File: src/rtl/hazard_scoreboard_if.sv
// hazard_scoreboard_if
//
// Bundles the per-cycle signals between the core's D stage and the hazard
// scoreboard.
//
// Transfer rule: there is no valid/ready handshake. Every D-stage field,
// mdu_busy and flush are sampled on every rising clk edge. stall and the fw_*
// selects are combinational and are valid in the same cycle as the D fields.
//
// Signals:
//   d_rs, d_rt          D-stage source register addresses
//   d_tuse_rs/rt        cycles from D until each operand is consumed (all ones = unused)
//   d_a3                D-stage destination register (0 = no write)
//   d_tnew              cycles from E entry until the result exists
//   d_src               result source: 0 ALU, 1 MDU, 2 PC8, 3 MEM
//   d_mdu               D instruction uses the MDU
//   mdu_busy            MDU busy, or a start is issued in E
//   flush               exception/eret flush of the E and M records
//   stall               freeze PC and D register, insert a bubble into E
//   fw_d_rs, fw_d_rt    forwarding selects for the D operands
//   fw_e_rs, fw_e_rt    forwarding selects for the E operands
//   fw_m_rt             forwarding select for the M store data
//   stall_cnt           stall statistics counter (only when HAZ_STAT_EN is defined)
//
// Modports: master = the datapath side (drives D fields); slave = scoreboard.
//
// The select encodings normally come from def.v. They are defined here only
// if def.v has not been read first.

`ifndef FWSlen
`define FWSlen 3
`endif
`ifndef FW_orig
`define FW_orig 3'd0
`endif
`ifndef FW_EPC8
`define FW_EPC8 3'd1
`endif
`ifndef FW_MALU
`define FW_MALU 3'd2
`endif
`ifndef FW_MMDU
`define FW_MMDU 3'd3
`endif
`ifndef FW_MPC8
`define FW_MPC8 3'd4
`endif
`ifndef FW_W
`define FW_W 3'd5
`endif

interface hazard_scoreboard_if #(
    parameter int TNEW_W = 2
);
    logic [4:0]          d_rs;
    logic [4:0]          d_rt;
    logic [TNEW_W-1:0]   d_tuse_rs;
    logic [TNEW_W-1:0]   d_tuse_rt;
    logic [4:0]          d_a3;
    logic [TNEW_W-1:0]   d_tnew;
    logic [1:0]          d_src;
    logic                d_mdu;
    logic                mdu_busy;
    logic                flush;
    logic                stall;
    logic [`FWSlen-1:0]  fw_d_rs;
    logic [`FWSlen-1:0]  fw_d_rt;
    logic [`FWSlen-1:0]  fw_e_rs;
    logic [`FWSlen-1:0]  fw_e_rt;
    logic [`FWSlen-1:0]  fw_m_rt;
`ifdef HAZ_STAT_EN
    logic [31:0]         stall_cnt;
`endif

    modport master (
`ifdef HAZ_STAT_EN
        input  stall_cnt,
`endif
        output d_rs, d_rt, d_tuse_rs, d_tuse_rt, d_a3, d_tnew, d_src,
        output d_mdu, mdu_busy, flush,
        input  stall, fw_d_rs, fw_d_rt, fw_e_rs, fw_e_rt, fw_m_rt
    );

    modport slave (
`ifdef HAZ_STAT_EN
        output stall_cnt,
`endif
        input  d_rs, d_rt, d_tuse_rs, d_tuse_rt, d_a3, d_tnew, d_src,
        input  d_mdu, mdu_busy, flush,
        output stall, fw_d_rs, fw_d_rt, fw_e_rs, fw_e_rt, fw_m_rt
    );
endinterface

File: src/rtl/hazard_scoreboard.sv
// hazard_scoreboard
//
// Pipeline hazard controller for the 5-stage MIPS core. It keeps a shadow
// record (rs, rt, a3, tnew, src) for each instruction in E, M and W. The
// records advance one stage per cycle alongside the datapath. From them it
// derives:
//   - the D-stage stall, and
//   - the select codes used by the forwarding multiplexers.
//
// Ports:
//   clk    core clock
//   reset  synchronous, active-low reset (all records become bubbles)
//   hz     hazard_scoreboard_if.slave: D-stage fields, mdu_busy and flush in;
//          stall and fw_* selects out
//
// Optional feature: define HAZ_STAT_EN to add hz.stall_cnt. This 32-bit
// counter counts the cycles with stall=1 and flush=0. It wraps around and is
// cleared by reset.

module hazard_scoreboard #(
    parameter int TNEW_W = 2
) (
    input  logic               clk,
    input  logic               reset,
    hazard_scoreboard_if.slave hz
);

    localparam logic [1:0] SRC_ALU = 2'd0;
    localparam logic [1:0] SRC_MDU = 2'd1;
    localparam logic [1:0] SRC_PC8 = 2'd2;

    typedef struct packed {
        logic [4:0]        rs;
        logic [4:0]        rt;
        logic [4:0]        a3;
        logic [TNEW_W-1:0] tnew;
        logic [1:0]        src;
    } rec_t;

    localparam rec_t BUBBLE = '0;

    rec_t e_q, m_q, w_q;
    rec_t d_rec, e_adv, m_adv;
    logic stall;

    // A record blocks operand r if that record writes r and its result
    // arrives later than the consumer needs it. Register 0 never creates a
    // dependency.
    function automatic logic blocks(input logic [4:0] r,
                                    input logic [TNEW_W-1:0] tuse,
                                    input rec_t rec);
        return (r != 5'd0) && (rec.a3 == r) && (rec.tnew > tuse);
    endfunction

    // The nearest stage whose a3 matches r decides the select, so the
    // youngest producer always wins. A matching producer that is not ready
    // still claims the match and yields FW_orig; the stall logic covers that
    // case for D consumers.
    function automatic logic [`FWSlen-1:0] fw_sel(input logic [4:0] r,
                                                  input logic use_e,
                                                  input logic use_m,
                                                  input rec_t e,
                                                  input rec_t m,
                                                  input rec_t w);
        logic [`FWSlen-1:0] sel;
        sel = `FW_orig;
        if (r != 5'd0) begin
            if (use_e && (e.a3 == r)) begin
                // Only a PC8 result can already be ready in E.
                if (e.tnew == '0) sel = `FW_EPC8;
            end else if (use_m && (m.a3 == r)) begin
                // A load in M still has tnew=1, so it falls through to FW_orig.
                if (m.tnew == '0) begin
                    case (m.src)
                        SRC_ALU: sel = `FW_MALU;
                        SRC_MDU: sel = `FW_MMDU;
                        SRC_PC8: sel = `FW_MPC8;
                        default: sel = `FW_orig;
                    endcase
                end
            end else if (w.a3 == r) begin
                sel = `FW_W;
            end
        end
        return sel;
    endfunction

    always_comb begin
        d_rec      = BUBBLE;
        d_rec.rs   = hz.d_rs;
        d_rec.rt   = hz.d_rt;
        d_rec.a3   = hz.d_a3;
        d_rec.tnew = hz.d_tnew;
        d_rec.src  = hz.d_src;

        // E -> M: one cycle closer to the result, saturating at 0.
        e_adv = e_q;
        if (e_q.tnew != '0) e_adv.tnew = e_q.tnew - 1'b1;

        // M -> W: every result exists by W.
        m_adv      = m_q;
        m_adv.tnew = '0;
    end

    // W never stalls: its result is always available for forwarding.
    assign stall = blocks(hz.d_rs, hz.d_tuse_rs, e_q) ||
                   blocks(hz.d_rs, hz.d_tuse_rs, m_q) ||
                   blocks(hz.d_rt, hz.d_tuse_rt, e_q) ||
                   blocks(hz.d_rt, hz.d_tuse_rt, m_q) ||
                   (hz.d_mdu && hz.mdu_busy);

    assign hz.stall   = stall;
    assign hz.fw_d_rs = fw_sel(hz.d_rs, 1'b1, 1'b1, e_q, m_q, w_q);
    assign hz.fw_d_rt = fw_sel(hz.d_rt, 1'b1, 1'b1, e_q, m_q, w_q);
    assign hz.fw_e_rs = fw_sel(e_q.rs,  1'b0, 1'b1, e_q, m_q, w_q);
    assign hz.fw_e_rt = fw_sel(e_q.rt,  1'b0, 1'b1, e_q, m_q, w_q);
    assign hz.fw_m_rt = fw_sel(m_q.rt,  1'b0, 1'b0, e_q, m_q, w_q);

    // Priority: reset, then flush (beats stall), then normal advance.
    // A stall only swaps the incoming D record for a bubble.
    always_ff @(posedge clk) begin
        if (!reset) begin
            e_q <= BUBBLE;
            m_q <= BUBBLE;
            w_q <= BUBBLE;
        end else if (hz.flush) begin
            e_q <= BUBBLE;
            m_q <= BUBBLE;
            w_q <= m_q;
        end else begin
            e_q <= stall ? BUBBLE : d_rec;
            m_q <= e_adv;
            w_q <= m_adv;
        end
    end

`ifdef HAZ_STAT_EN
    logic [31:0] stall_cnt_q;

    always_ff @(posedge clk) begin
        if (!reset) begin
            stall_cnt_q <= '0;
        end else if (stall && !hz.flush) begin
            stall_cnt_q <= stall_cnt_q + 32'd1;
        end
    end

    assign hz.stall_cnt = stall_cnt_q;
`endif

endmodule

File: src/flat_wrapper.sv
// flat-port wrapper written by rule: the top's interface ports become plain ports
module hazard_scoreboard_flat 
#(
    parameter int TNEW_W = 2
)
  (clk, reset, hz_d_rs, hz_d_rt, hz_d_tuse_rs, hz_d_tuse_rt, hz_d_a3, hz_d_tnew, hz_d_src, hz_d_mdu, hz_mdu_busy, hz_flush, hz_stall, hz_fw_d_rs, hz_fw_d_rt, hz_fw_e_rs, hz_fw_e_rt, hz_fw_m_rt);
  hazard_scoreboard_if #(.TNEW_W(TNEW_W)) hz_i ();
  input  logic clk;
  input  logic reset;
  input wire logic [$bits(hz_i.d_rs)-1:0] hz_d_rs;
  input wire logic [$bits(hz_i.d_rt)-1:0] hz_d_rt;
  input wire logic [$bits(hz_i.d_tuse_rs)-1:0] hz_d_tuse_rs;
  input wire logic [$bits(hz_i.d_tuse_rt)-1:0] hz_d_tuse_rt;
  input wire logic [$bits(hz_i.d_a3)-1:0] hz_d_a3;
  input wire logic [$bits(hz_i.d_tnew)-1:0] hz_d_tnew;
  input wire logic [$bits(hz_i.d_src)-1:0] hz_d_src;
  input wire logic [$bits(hz_i.d_mdu)-1:0] hz_d_mdu;
  input wire logic [$bits(hz_i.mdu_busy)-1:0] hz_mdu_busy;
  input wire logic [$bits(hz_i.flush)-1:0] hz_flush;
  output wire logic [$bits(hz_i.stall)-1:0] hz_stall;
  output wire logic [$bits(hz_i.fw_d_rs)-1:0] hz_fw_d_rs;
  output wire logic [$bits(hz_i.fw_d_rt)-1:0] hz_fw_d_rt;
  output wire logic [$bits(hz_i.fw_e_rs)-1:0] hz_fw_e_rs;
  output wire logic [$bits(hz_i.fw_e_rt)-1:0] hz_fw_e_rt;
  output wire logic [$bits(hz_i.fw_m_rt)-1:0] hz_fw_m_rt;
  assign hz_i.d_rs = hz_d_rs;
  assign hz_i.d_rt = hz_d_rt;
  assign hz_i.d_tuse_rs = hz_d_tuse_rs;
  assign hz_i.d_tuse_rt = hz_d_tuse_rt;
  assign hz_i.d_a3 = hz_d_a3;
  assign hz_i.d_tnew = hz_d_tnew;
  assign hz_i.d_src = hz_d_src;
  assign hz_i.d_mdu = hz_d_mdu;
  assign hz_i.mdu_busy = hz_mdu_busy;
  assign hz_i.flush = hz_flush;
  assign hz_stall = hz_i.stall;
  assign hz_fw_d_rs = hz_i.fw_d_rs;
  assign hz_fw_d_rt = hz_i.fw_d_rt;
  assign hz_fw_e_rs = hz_i.fw_e_rs;
  assign hz_fw_e_rt = hz_i.fw_e_rt;
  assign hz_fw_m_rt = hz_i.fw_m_rt;
  hazard_scoreboard #(.TNEW_W(TNEW_W)) u_core (.clk(clk), .reset(reset), .hz(hz_i));
endmodule
File: config.mk
export PLATFORM = sky130hd
export DESIGN_NAME = hazard_scoreboard_flat
export DESIGN_NICKNAME = d
export VERILOG_FILES = /design/src/rtl/hazard_scoreboard_if.sv /design/src/rtl/hazard_scoreboard.sv /design/src/flat_wrapper.sv
export SDC_FILE = /design/constraint.sdc
export NUM_CORES = 1
export LEC_CHECK = 0
export CORE_UTILIZATION = 55
export CTS_CLUSTER_DIAMETER = 30
export DETAILED_ROUTE_END_ITERATION = 12
export PLACE_DENSITY = 0.92
export RECOVER_POWER = 25
export SLEW_MARGIN = 10
export SYNTH_ARGS = -nofsm -noshare
export SYNTH_HDL_FRONTEND = slang
export SYNTH_SLANG_ARGS = --single-unit
File: constraint.sdc
create_clock -name clk -period 3.3 [get_ports clk]
set_input_delay 0.495 -clock clk [delete_from_list [all_inputs] [get_ports clk]]
set_output_delay 0.495 -clock clk [all_outputs]
set_load 0.05 [all_outputs]
Word-level counts from Yosys, hierarchy flattened
Cells that the tools add are included.

Flip-flop bits (word level): 38. Output and inout port bits: 16. Input port bits: 28. Logic and storage cells: 73.

Magnitude comparators: 4. Muxes and demuxes: 20. Equal/unequal tests: 13. Add/sub/neg operators: 1. Bitwise logic cells: 1. Reduce and logical (&&, ||, !) cells: 24.

Operator list (count): equality test 5 bit (11); 2-to-1 mux 3 bit (17); nonzero test 5 bit (5); logical AND 1 bit (9); case mux 3 bit (3 select lines) (1); greater-than comparator 2 bit (4); zero test 2 bit (3); logical OR 1 bit (4); OR reduction 3 bit (1); equality test 2 x 1 -> 1 bit (second input constant) (1); equality test 2 bit (second input constant) (1); 2-to-1 mux 2 bit (1); nonzero test 2 bit (1); OR reduction 2 bit (1); subtractor 2 x 1 -> 2 bit (second input constant) (1); 2-to-1 mux 1 bit (1); inverter 1 bit (1).

Longest topological paths before layout
Gate-level depths: netlist of run 1.

Word-level depth: 8. Gate-level depth with buffers: 8. Gate-level depth less buffers: 7.

Least setup slack after synthesis of run 1
No wires, ideal clock.

Kind: in2out. From: in hz_d_rt[0]. To: out hz_fw_d_rt[1]. Data required time: 2.805 ns. Slack: 0.457 ns. Arrival: 2.348 ns. Cell stages on the path: 6. Path through: clkbuf_1 > xnor2_1 > nand3_1 > nor3_1 > or2_2 > nor3_1.

Word-level cells in the longest chain between the ends: 4. Elaborated cells on any way between the ends: 6. Classes of those cells: 2 x eq/ne; 3 x mux; 1 x reduce/logical.

Ends and longest elaborated chain: start: declaration (line flat_wrapper.sv:11) `input wire logic [$bits(hz_i.d_rt)-1:0] hz_d_rt;`; equality test 5 bit (line hazard_scoreboard.sv:71) `end else if (use_m && (m.a3 == r)) begin`; 2-to-1 mux 3 bit (line hazard_scoreboard.sv:71); 2-to-1 mux 3 bit (line hazard_scoreboard.sv:68) `if (use_e && (e.a3 == r)) begin`; 2-to-1 mux 3 bit * (line hazard_scoreboard.sv:67) `if (r != 5'd0) begin`; end: declaration (line flat_wrapper.sv:22) `output wire logic [$bits(hz_i.fw_d_rt)-1:0] hz_fw_d_rt;`.

Every way passes the cells marked *; elsewhere a longest branch is shown, timed or not.

Worst setup path after layout of run 1
From: reg u_core.m_q[3] in the netlist's numbering. To: out hz_fw_e_rt[0].

Word-level cells in the longest chain between the ends: 4.

Ends and longest elaborated chain: start: declaration (line hazard_scoreboard.sv:42) `rec_t e_q, m_q, w_q;`; start signal: assignment (line hazard_scoreboard.sv:132) `m_q <= e_adv;`; zero test 2 bit (line hazard_scoreboard.sv:73) `if (m.tnew == '0) begin`; 2-to-1 mux 3 bit (line hazard_scoreboard.sv:73); 2-to-1 mux 3 bit (line hazard_scoreboard.sv:71); 2-to-1 mux 3 bit (line hazard_scoreboard.sv:67); end: declaration (line flat_wrapper.sv:24) `output wire logic [$bits(hz_i.fw_e_rt)-1:0] hz_fw_e_rt;`.

No other way between the ends.

==> impl_results.md, run 1 <==
- Status: complete, no violations
- Initial DRC count: 132
- Worst Hold Class: reg -> reg
- Setup_tns: 0 ns
- Port Buffers: 42
- Flops & latches, synth: 38
- Root buf cell: clkbuf_8
- Htree depth: 2
- Sw power: 309.1 uW
- # nets final: 340
- Grt ovf: 0
- R2R Path Start: u_core.e_adv[8]$_SDFF_PP0_
- Cell class contributing the biggest share of worst-path delay: simple AND/OR/NAND/NOR gates
- Worst rel slew slack: 13.22%
- DRT Wirelength: 5.773 mm
- Share of the synthesized area in the top cell type: 33.85%
- Post-Syn Instances: 268
- Worst setup path startpoint: u_core.m_q[3]$_SDFF_PP0_
- Number of synthesized flops with an enable pin: 0
- Worst EP required: 2.80 ns
- GRT Total Usage: 29.85%
- Setup Viol. Count Final: 0
- Crit end category: output pin
- VDD IR max: 0.0003492 V
- Vias in the first global route: 2,171
- 1st-pass router iterations: 4
- Gpl congestion: 0.8556
- Fin crit period: 3.155 ns
- Startpoint types: register
- Worst hold endpoint: u_core.m_adv[1]$_SDFF_PP0_
- Sw Share: 29.26%
- Clock tree from TritonCTS: yes
- Worst-path clk slew: 0.08 ns
- Wirelength per Cell: 16.35 um
- # hold bufs at CTS: 0
- Primary FF master, synth: dfxtp_1
- Sequential power share: 45.9%
- Core area: 3799 um^2
- Synth Warn #: 0
- Slew Limit Fails: 0
- Vias/cell: 5.796
- Critical-path cell list: or3_1 > nor2_1 > nand2_1 > a21oi_1 > clkdlybuf4s50_1
- Worst slew pin tran: 1.302 ns
- Max cap viols: 0
- # rows: 22
- Sequential-to-total area share from yosys stat: 33.85%
- Die width: 65.92 um
- Reg-to-Reg End: u_core.e_adv[13]$_SDFF_PP0_
- Comb pwr share: 22.7%
- Max Clock Skew: 0.006209 ns
- DRT antenna net count: 0
- P_leak: 0.001210 uW
- Clock Tree Buf Depth: 2
- IO Pins: 44
- Cell accounting for the most synthesized area: dfxtp_1
- Mapped Nets: 304
- Via count: 2,046
- WP data arrival: 2.66 ns
- Fillers: 283
- Clock share of power: 31.4%
- First-pass GRT wire length: 9.708 mm
- Count leader, synth: dfxtp_1
- PD cells: 370.5 nW/um^2
- Period Utilization, post-route: 95.60%
- Mean Syn Cell Area: 8.385 um^2
- Post-detail-place hpwl: 4.237 mm
- Hold WS: 0.4326 ns
- Post-CTS sizing: 0
- Fin. Hold Viols: 0
- Die area: 4345 um^2
- Max Fclk: 317.0 MHz
- Ranking of synthesized cells by area: dfxtp_1 (34%), xnor2_1 (11%), xor2_1 (10%), nor4_1 (5.8%), and2_1 (4.7%)
- CTS sink count: 38
- Mapped Area: 2247 um^2
- Share of layout cells above drive strength 1: 10.16%
- Clk_lat worst skew: 0.29 ns
- N_diodes: 0
- Reg2Reg Setup Slack: 1.48 ns
- Slowest CP cell: clkdlybuf4s50_1
- Hold path cells: 1
- Placed cell areas: 2763 um^2
- Setup CP Type: reg -> out
- Synth top cells by count: dfxtp_1 (38), xnor2_1 (28), xor2_1 (26)
- Number of unique standard cell types used by synthesis: 36
- RSZ-0062 raised after global routing: false
- Post-CTS setup buffer count: 0
- Starting Density: 59.16%
- Hold Crit Start: u_core.e_adv[1]$_SDFF_PP0_
- Largest net degree at the start of global routing: 34
- Initial antenna violation count: 0
- Synth-to-layout area growth: 26.89%
- Die Ht: 65.92 um
- Worst Path Max Fanout: 5
- Fin area: 2851 um^2
- Worst Reg-to-Reg Cells: 6
- CP bufs+invs: 1
- Drt drc: 0
- Ys async rst share: 0%
- P_int: 747.4 uW
- CP max stage delay: 0.83 ns
- CTS buffer count: 5
-- per-stage QoR --
step                total power [uW]  setup slack [ns]  utilization (%)  cells
global route                    1103           0.07167            75.07    353
CTS                             1056            0.2105            75.23    353
global placement               724.2            0.3503            72.73    345
detailed placement             733.3            0.2726            72.73    345
floorplan                      634.1            0.4574                -    268
finish                          1057            0.1450            75.07    353
-- routing by layer --
metal | up-vias | global-route usage [%] | routed length (um)
li1 | 972 | - | -
met1 | 950 | 34.68 | 2373
met2 | 99 | 51.53 | 2876
met3 | 25 | 5.690 | 331
met4 | 0 | 15.22 | 191
met5 | - | 0 | 0
-- state kept, by name (all words and copies together), names as in the netlist --
signal        cells
u_core.e_adv     17
u_core.e_q        2
u_core.m_adv     12
u_core.m_q        2
u_core.w_q        5
-- cell usage in the layout, fill, tap and decap left out, types with 10 or more instances in the layout --
master,instances
and2_1,11
nand2_1,24
dfxtp_1,38
nor3_1,12
nor4_1,21
nor2_1,10
xnor2_1,28
buf_4,11
xor2_1,26
a21oi_1,11
clkdlybuf4s50_1,34
-- layout make-up --
type,instances,area (um^2),area share [%]
Sequential cell,38,760.7,26.68
Timing Repair Buffer,53,556.8,19.53
Inverter,9,33.78,1.185
Multi-Input combinational cell,197,1345,47.17
Clock inverter,2,12.51,0.4388
Tap cell,48,60.06,2.106
Clock buffer,6,82.58,2.896
-- power by group through the flow --
stage                     combinational [uW]  sequential [uW]  clock [uW]
after CTS                                240              485         331
after floorplan                          146              488           0
after global placement                   230              495           0
final                                    240              485         332
after global routing                     258              486         359
after detailed placement                 238              495           0
-- kinds of logic after synthesis --
family / Yosys count / share of synthesized area [%]
AO/OA/AOI/OAI: 20 / 5.735
XOR/XNOR: 54 / 21.05
adder cells (fa/ha/maj): 8 / 4.455
buffers and inverters: 33 / 6.292
flip-flops: 38 / 33.85
multiplexers: 4 / 1.837
other: 1 / 0.1669
AND/OR/NAND/NOR: 110 / 26.62
-- worst max-delay path by stage --
stage | to | depth (start not counted)
floorplan | hz_fw_d_rt[1] | 6
global placement | hz_stall | 7
detailed placement | hz_stall | 7
CTS | hz_fw_e_rt[0] | 5
global route | hz_fw_e_rt[0] | 5
finish | hz_fw_e_rt[0] | 5
Power figures use the tool's default switching activity.
==> run 2, diff against run 1 <==
CORE_UTILIZATION = 35   (was 55)
PLACE_DENSITY = 0.66   (was 0.92)
==> run 2 against run 1 <==
- setup slack gained 0.036 ns
- non-clock buffer count is the same
- design area grew 2.4%
- register-to-register slack gained 0.03 ns
- clock skew grew 0.0027 ns
- core utilization shrank 27 points
- first-iteration DRC count shrank 26%
- sequential cell count is the same
- cell count grew 7.6%
- critical endpoint unchanged
==> impl_results.md, run 2 (same netlist as run 1, synthesis figures left out) <==
- Reg-to-Reg End: u_core.e_adv[4]$_SDFF_PP0_
- N_diodes: 0 (unchanged)
- Sw power: 304.7 uW (-1.4%)
- VDD IR max: 0.0002048 V (-41%)
- Setup_tns: 0 ns (unchanged)
- R2R Path Start: u_core.m_adv[7]$_SDFF_PP0_
- Gpl congestion: 0.8558 (about the same)
- Commonest non-fill, non-tap cells in the layout: dfxtp_1 (38), clkdlybuf4s50_1 (34), xnor2_1 (28), xor2_1 (26), nand2_1 (24)
- Port Buffers: 42 (unchanged)
- Fin. Hold Viols: 0 (unchanged)
- Setup CP Type: reg -> out
- Drt drc: 0 (unchanged)
- Max Clock Skew: 0.008933 ns (+0.002723 ns)
- # nets final: 340 (unchanged)
- GRT Total Usage: 18.41% (-11 points)
- Worst-path clk slew: 0.07 ns (about the same)
- Fillers: 622 (+120%)
- DRT Wirelength: 5.451 mm (-5.6%)
- Worst Hold Class: reg -> reg
- Grt ovf: 0 (unchanged)
- # rows: 28 (+27%)
- Die area: 6745 um^2 (+55%)
- Worst Path Max Fanout: 5 (unchanged)
- Most common cell after layout, fill and taps aside: dfxtp_1
- Reg2Reg Setup Slack: 1.51 ns (+0.03 ns)
- Initial antenna violation count: 0 (unchanged)
- Max Fclk: 320.6 MHz (+1.2%)
- Final design utilization: 48.16% (-27 points)
- First-pass GRT wire length: 8.997 mm (-7.3%)
- Core area: 6061 um^2 (+60%)
- DRT antenna net count: 0 (unchanged)
- Htree depth: 2 (unchanged)
- Period Utilization, post-route: 94.51% (-1.1 points)
- CP max stage delay: 0.82 ns (about the same)
- Sequential power share: 43.7% (-2.2 points)
- CTS sink count: 38 (unchanged)
- Via count: 1,905 (-6.9%)
- Vias/cell: 5.013 (-14%)
- Worst Setup EP: hz_fw_e_rt[0]
- Worst setup path startpoint: u_core.m_q[3]$_SDFF_PP0_
- Share of layout cells above drive strength 1: 10.49% (+0.33 points)
- Max FFs per register: 17 (unchanged)
- Starting Density: 37.08% (-22 points)
- Startpoint types: register
- Die width: 82.13 um (+25%)
- Worst rel slew slack: 18.21% (+5.0 points)
- Clock tree from TritonCTS: yes
- 1st-pass router iterations: 4 (unchanged)
- P_int: 805.0 uW (+7.7%)
- CTS buffer count: 5 (unchanged)
- Vias in the first global route: 1,819 (-16%)
- Clock share of power: 35.0% (+3.6 points)
- Crit end category: output pin
- Post-CTS sizing: 0 (unchanged)
- P_leak: 0.001218 uW (+0.66%)
- Wirelength per Cell: 14.34 um (-12%)
- Root buf cell: clkbuf_8
- Synth-to-layout area growth: 29.90%
- Worst slew pin tran: 1.227 ns (-0.07483 ns)
- Slew Limit Fails: 0 (unchanged)
- Worst Reg-to-Reg Cells: 6 (unchanged)
- Worst EP required: 2.80 ns (about the same)
- Setup Viol. Count Final: 0 (unchanged)
- # hold bufs at CTS: 0 (unchanged)
- WP data arrival: 2.62 ns (-0.04 ns)
- Clock Tree Buf Depth: 2 (unchanged)
- Clk_lat worst skew: 0.29 ns (about the same)
- Hold WS: 0.4231 ns (-0.009550 ns)
- Initial DRC count: 98 (-26%)
- RSZ-0062 raised after global routing: false
- PD cells: 380.2 nW/um^2 (+2.6%)
- Fin crit period: 3.119 ns (-0.03612 ns)
- Post-detail-place hpwl: 4.146 mm (-2.1%)
- Comb pwr share: 21.3% (-1.4 points)
- Sw Share: 27.46% (-1.8 points)
- Die Ht: 82.13 um (+25%)
- Max cap viols: 0 (unchanged)
- Critical-path cell list: or3_1 > nor2_1 > nand2_1 > a21oi_1 > clkdlybuf4s50_1
- Slowest CP cell: clkdlybuf4s50_1
- Largest net degree at the start of global routing: 34 (unchanged)
- Status: complete, no violations
- IO Pins: 44 (unchanged)
- Post-CTS setup buffer count: 0 (unchanged)
==> run 2: worst max-delay path, delay by kind of cell, from the launching register on <==
family	cells	cell delay, ns
AOI/OAI and AO/OA	1	0.18
buffers and inverters	1	0.82
DFF	1	0.35
and+or+nand+nor	3	0.98
==> run 2: layout make-up <==
class	instances	area [um^2]	share of cell area [%]
clock buffers	5	68.82	2.357
clock inverters	3	45.04	1.543
inverters	9	33.78	1.157
multi-input cells	197	1348	46.16
flip-flops and latches	38	760.7	26.06
well taps	75	93.84	3.215
repair buffers	53	569.3	19.50
==> run 2: worst min path at each step <==
| stage | start | slack [ns] | end | depth (start not counted) |
|---|---|---|---|---|
| floorplan | u_core.e_adv[0]$_SDFF_PP0_ | 0.41 | u_core.m_adv[0]$_SDFF_PP0_ | 1 |
| global placement | u_core.e_adv[1]$_SDFF_PP0_ | 0.41 | u_core.m_adv[1]$_SDFF_PP0_ | 1 |
| detailed placement | u_core.e_adv[1]$_SDFF_PP0_ | 0.41 | u_core.m_adv[1]$_SDFF_PP0_ | 1 |
| CTS | u_core.e_adv[1]$_SDFF_PP0_ | 0.43 | u_core.m_adv[1]$_SDFF_PP0_ | 1 |
| global route | u_core.e_adv[1]$_SDFF_PP0_ | 0.44 | u_core.m_adv[1]$_SDFF_PP0_ | 1 |
| finish | u_core.e_adv[1]$_SDFF_PP0_ | 0.42 | u_core.m_adv[1]$_SDFF_PP0_ | 1 |
==> run 2: routing by layer <==
metal	part of all wire [%]	up-vias	track usage [%]
met1	46	871	22.79
li1	-	973	-
met3	3.9	11	4.066
met2	48	50	29.75
met5	0	-	0
met4	2.4	0	9.649
==> run 2: stage by stage <==
stage	total power, uW	cell area (um^2)	instances	setup WS (ns)
final	1110	2919	380	0.1812
after global routing	1162	2919	380	0.04709
after CTS	1119	2923	380	0.1782
after detailed placement	732.9	2809	372	0.2890
after global placement	729.0	2809	372	0.3090
after floorplan	634.1	2247	268	0.4574
==> run 2: power by group through the flow <==
stage                     Sequential [uW]  Combinational [uW]  Clock [uW]
after floorplan                       488                 146           0
after global placement                495                 234           0
after detailed placement              495                 238           0
after CTS                             484                 238         397
after global routing                  486                 258         418
final                                 484                 237         389
